**src/rtl/down_timer.sv**
```systemverilog
// -----------------------------------------------------------------------------
// down_timer
//   Loadable countdown timer used for game rounds and mole-visible windows.
//   It counts down once per rising edge of the divided square wave tick_in.
//   When the count reaches zero it raises a held done level and a one-cycle
//   expired pulse.
//
// Ports
//   clk       in   1      system clock; all logic runs on posedge clk
//   reset     in   1      synchronous, active-high reset
//   tick_in   in   1      divided square wave, synchronous to clk (level)
//   load_val  in   WIDTH  start value, sampled only while start=1
//   start     in   1      load load_val and begin counting (from any state)
//   pause     in   1      level; while high in RUN/PAUSE, ticks are discarded
//   count     out  WIDTH  remaining ticks
//   running   out  1      high in RUN only
//   done      out  1      high in DONE (held until start or reset)
//   expired   out  1      one-cycle pulse on every entry into DONE
// -----------------------------------------------------------------------------
module down_timer #(
  parameter int WIDTH = 8
) (
  input  logic             clk,
  input  logic             reset,
  input  logic             tick_in,
  input  logic [WIDTH-1:0] load_val,
  input  logic             start,
  input  logic             pause,
  output logic [WIDTH-1:0] count,
  output logic             running,
  output logic             done,
  output logic             expired
);

  typedef enum logic [1:0] {
    IDLE  = 2'd0,
    RUN   = 2'd1,
    PAUSE = 2'd2,
    DONE  = 2'd3
  } state_t;

  localparam logic [WIDTH-1:0] CNT_ZERO = {WIDTH{1'b0}};
  localparam logic [WIDTH-1:0] CNT_ONE  = {{(WIDTH-1){1'b0}}, 1'b1};

  state_t           state_r;
  state_t           state_next_s;
  logic [WIDTH-1:0] count_r;
  logic [WIDTH-1:0] count_next_s;
  logic             tick_q_r;
  logic             tick_rise_s;
  logic             expire_s;
  logic             running_r;
  logic             done_r;
  logic             expired_r;

  // A held-high tick_in counts only once: act on the 0->1 transition.
  assign tick_rise_s = tick_in & ~tick_q_r;

  // Next-state and next-count decode; start outranks pause, pause outranks ticks.
  always_comb begin
    state_next_s = state_r;
    count_next_s = count_r;
    expire_s     = 1'b0;
    if (start) begin
      count_next_s = load_val;
      if (load_val == CNT_ZERO) begin
        state_next_s = DONE;
        expire_s     = 1'b1;
      end else begin
        state_next_s = RUN;
      end
    end else begin
      case (state_r)
        IDLE: begin
          state_next_s = IDLE;
        end
        RUN: begin
          if (pause) begin
            // A tick rising together with pause is dropped, not deferred.
            state_next_s = PAUSE;
          end else if (tick_rise_s) begin
            if (count_r > CNT_ONE) begin
              count_next_s = count_r - CNT_ONE;
            end else begin
              count_next_s = CNT_ZERO;
              state_next_s = DONE;
              expire_s     = 1'b1;
            end
          end else begin
            state_next_s = RUN;
          end
        end
        PAUSE: begin
          // Ticks seen while paused (including on the release cycle) are lost.
          if (pause) begin
            state_next_s = PAUSE;
          end else begin
            state_next_s = RUN;
          end
        end
        DONE: begin
          count_next_s = CNT_ZERO;
        end
        default: begin
          state_next_s = IDLE;
          count_next_s = CNT_ZERO;
        end
      endcase
    end
  end

  // State, count, tick history and registered status outputs.
  always_ff @(posedge clk) begin
    if (reset) begin
      state_r   <= IDLE;
      count_r   <= CNT_ZERO;
      tick_q_r  <= 1'b0;
      running_r <= 1'b0;
      done_r    <= 1'b0;
      expired_r <= 1'b0;
    end else begin
      state_r   <= state_next_s;
      count_r   <= count_next_s;
      tick_q_r  <= tick_in;
      running_r <= (state_next_s == RUN);
      done_r    <= (state_next_s == DONE);
      expired_r <= expire_s;
    end
  end

  assign count   = count_r;
  assign running = running_r;
  assign done    = done_r;
  assign expired = expired_r;

endmodule

```
**config.mk**
```make
export PLATFORM = sky130hd
export DESIGN_NAME = down_timer
export DESIGN_NICKNAME = d
export VERILOG_FILES = /design/src/rtl/down_timer.sv
export SDC_FILE = /design/constraint.sdc
export NUM_CORES = 1
export LEC_CHECK = 0
export BUFFER_PORTS_ARGS = -buffer_cell sky130_fd_sc_hd__clkbuf_2
export CORE_AREA = 2 2 43 49
export CTS_BUF_LIST = sky130_fd_sc_hd__clkbuf_8
export DETAILED_ROUTE_END_ITERATION = 10
export DIE_AREA = 0 0 45 51
export GPL_TIMING_DRIVEN = 0
export PLACE_DENSITY = 0.73
export SYNTH_ARGS = -nofsm -noshare
export SYNTH_HDL_FRONTEND = slang
export SYNTH_SLANG_ARGS = --single-unit
```
**constraint.sdc**
```tcl
create_clock -name clk -period 1.7 [get_ports clk]
set_input_delay 0.255 -clock clk [delete_from_list [all_inputs] [get_ports clk]]
set_output_delay 0.255 -clock clk [all_outputs]
set_load 0.02 [all_outputs]
```
==> impl_summary.txt <==
----------------------------------------------------
[Place]
  Placed standard-cell area ... 952 um2
  Estimated wirelength of the detail-placed design ... 1630 um
  RePlAce Congestion ... 0.906
  Port buffer count ... 23
  Placed cell count ... between 100 and 150
  Worst slack at placement ... -90.5 ps

[STA]
  Worst Skew ... 4.53 ps
  Achievable clock frequency ... 0.588 GHz
  Number of pins with negative max-slew slack in the final report ... 0
  Setup repair after global routing missed its margin ... true
  Minimum setup slack in the final design ... -2.07 ps
  Setup violations, final ... 1
  Share of the clock period used by the worst path ... 100%
  Hold Violations, Final ... 0
  Actual slew at the worst max-slew pin ... ~510 ps
  Post-route minimum period ... 1700 ps
  Slew HR ... 65.8%

[Floorplanning]
  Starting Density ... between 40% and 50%
  Die boundary width ... 45 um
  Ports placed on the boundary ... 24
  Rows ... 17
  Die area ... ~2300 um2
  Vertical extent of the die ... around 50 um
  Core Footprint ... 1870 um2

[Global route]
  Antenna violations before repair ... 0
  Total routing resource utilization after global routing ... a little under a quarter
  Via count of the first global-routing pass ... about 860
  Maximum number of pins on one net before global-route repair ... 11
  Wire length of the first global-routing pass ... 3800 um
  Residual overflow from global routing ... 0

[Logic synthesis]
  Synthesized cell area ... 803 um2
  Leading post-synthesis cells by cell area ... sky130_fd_sc_hd__dfxtp_1 (35%), sky130_fd_sc_hd__nor2_1 (5.6%), sky130_fd_sc_hd__a21oi_1 (3.7%), sky130_fd_sc_hd__inv_1 (3.3%), sky130_fd_sc_hd__nand2_1 (3.3%)
  Fraction of registers with async set/reset ... 0%
  Post-Syn Instances ... 97
  Number of enable flip-flop cells after synthesis ... 0
  Flip-flop and latch count after synthesis ... 14
  Most repeated cell in the gate-level netlist after synthesis ... sky130_fd_sc_hd__dfxtp_1
  Sequential element share of the synthesized area ... between 30% and 40%
  Synth Area per Inst ... ~8.3 um2
  Syn_nets ... ~110
  Most frequent cells after synthesis ... sky130_fd_sc_hd__dfxtp_1 (14), sky130_fd_sc_hd__nor2_1 (12), sky130_fd_sc_hd__inv_1 (7), sky130_fd_sc_hd__nand2_1 (7), sky130_fd_sc_hd__a21oi_1 (6)
  Synth warnings ... 0
  Predominant post-synthesis flop cell ... sky130_fd_sc_hd__dfxtp_1
  Leading area contributor after synthesis ... sky130_fd_sc_hd__dfxtp_1
  Post-synth cell types ... 37
  Fraction of synthesized cell area taken by the top area cell type ... between 30% and 40%

[Clock tree]
  H-tree depth reported by CTS ... 1
  Library cell used as clock root buffer ... sky130_fd_sc_hd__clkbuf_8
  Clock latency at the later pin of the worst-skew pair ... 250 ps
  Number of buffers inserted during clock tree synthesis ... 3
  Maximum number of buffers from clock root to sink ... 2
  Clock tree sinks ... 14
  Clock-pin slew on the worst setup and hold paths ... roughly 60 ps
  Clock tree from TritonCTS ... built
  # hold bufs at CTS ... 0

[Drt]
  Antenna-violating nets left ... 0
  Wire length per cell after detailed routing ... around 17 um
  Vias per cell ... ~6.3
  DR DRC count ... 0
  Wire length after detailed routing ... 2480 um
  DRT iter0 DRCs ... 36
  Number of detailed-route iterations in the first pass ... 4
  Total vias in the final route ... 931

[Worst setup path]
  Data required time at the worst endpoint ... 1830 ps
  Reg2reg setup slack ... -2 ps
  Category of the most critical setup path ... register to register
  Critical path data arrival time ... 1840 ps
  Register-to-Register Path Depth ... 4
  Worst-path maximum fanout ... 5
  FF-to-FF Start ... count[7]
  Kind of end point of the critical path ... register
  Element type at the critical path start ... register
  Reg2Reg Capture Point ... running

[Final layout]
  Number of nets in the final layout ... 145
  Share of final-layout standard cells stronger than drive strength 1 ... 41.9%
  Antenna Cells ... 0
  Non-Filler Cell Area, Final ... 1100 um2
  Cell Count, Final, Fillers Out ... ~150
  Post-synthesis to final-layout area growth ... 37.5%
  Post-route core utilization ... 59.0%

[Power]
  Power per Cell Area ... 939 nW/um2
  Post-route total power ... 1.04 mW
  Leakage Power ... 0.478 nW
  Peak supply drop ... between 0.5 and 0.6 mV

[Status]
  Outcome ... complete, but fails checks
  Violations in the final reports ... negative setup slack

[Hold path]
  Worst Hold Depth ... 2
  Min-Delay Endpoint ... tick_q_r
  Path type of the worst min-delay path ... input pin to register
  Hold path startpoint ... tick_in

[Flow run]
  Max-capacitance violation count ... 0

----------------------------------------------------
stage by stage:
| step | hold slack [ps] | TNS (ps) |
|---|---|---|
| after floorplan | 383 | -1.09 |
| after global placement | 484 | -89.5 |
| after detailed placement | 485 | -151 |
| after CTS | 258 | 0 |
| after global routing | 285 | -172 |
| final | 255 | -2.07 |
critical path, stage by stage (launching register included):
cell and delay, ps:
sky130_fd_sc_hd__dfxtp_2 350, sky130_fd_sc_hd__or3_4 400, sky130_fd_sc_hd__o41a_1 420, sky130_fd_sc_hd__o31a_1 280, sky130_fd_sc_hd__nor2b_4 130
power breakdown:
part / switching (mW) / total [mW] / internal, mW
clock: 0.129 / 0.335 / 0.206
sequential: 0.0289 / 0.383 / 0.354
combinational: 0.182 / 0.320 / 0.137
total: 0.340 / 1.04 / 0.697
state kept, by name (all words and copies together) (netlist names):
name	count
count	8
state_r	2
done	1
expired	1
running	1
tick_q_r	1
placed cells by master, fill, tap and decap left out, drive strengths merged, types with 2 or more instances in the layout:
master and count:
nor2 12, o31a 3, a21oi 7, or3 2, a32oi 3, nand3 3, o32ai 2, a211oi 2
nand2b 3, o21ai 3, a221oi 2, nand2 7, dfxtp 14, inv 7, nor3 2, buf 6
nand4 2, nor2b 4, clkbuf 29, ha 2
kinds of logic after synthesis:
logic type | after synthesis | synth area share, %
AND/OR/NAND/NOR | 40 | 28.0
AO/OA/AOI/OAI | 30 | 27.9
flip-flops | 14 | 34.9
buffers and inverters | 10 | 4.83
adder cells (fa/ha/maj) | 3 | 4.36
timing repair:
| item | 4_1_cts | 5_1_grt |
|---|---|---|
| setup endpoints to repair | 3 | 7 |
| setup buffers | 1 | 4 |
| pin swaps | 2 | 5 |
| gates resized for setup | 4 | 11 |
layer usage:
layer  GRT usage, %  share of wire [%]  vias to the layer above
met4           14.2                3.3                        0
met3           4.95                7.5                       11
met5              0                  0                        -
li1               -                  -                      427
met1           27.2                 41                      435
met2           36.0                 49                       58
cell type report:
cell class,count,area [um2]
Fill cell,179,767
Timing Repair Buffer,28,153
Sequential cell,14,292
Multi-Input combinational cell,73,541
Clock buffer,4,55.1
Inverter,7,28.8
Buffer,3,12.5
Tap cell,19,23.8
worst max path at each step:
stage / slack, ps / startpoint / cells past startpoint / to
after floorplan: -1 / count[0] / 6 / count[5]
after global routing: -60 / count[0] / 6 / count[5]
after detailed placement: -90 / count[0] / 6 / count[5]
after CTS: 1 / count[0] / 6 / running
final: -2 / count[7] / 4 / running
after global placement: -70 / count[0] / 6 / count[5]
No activity file was read; power rests on OpenSTA's default activity.
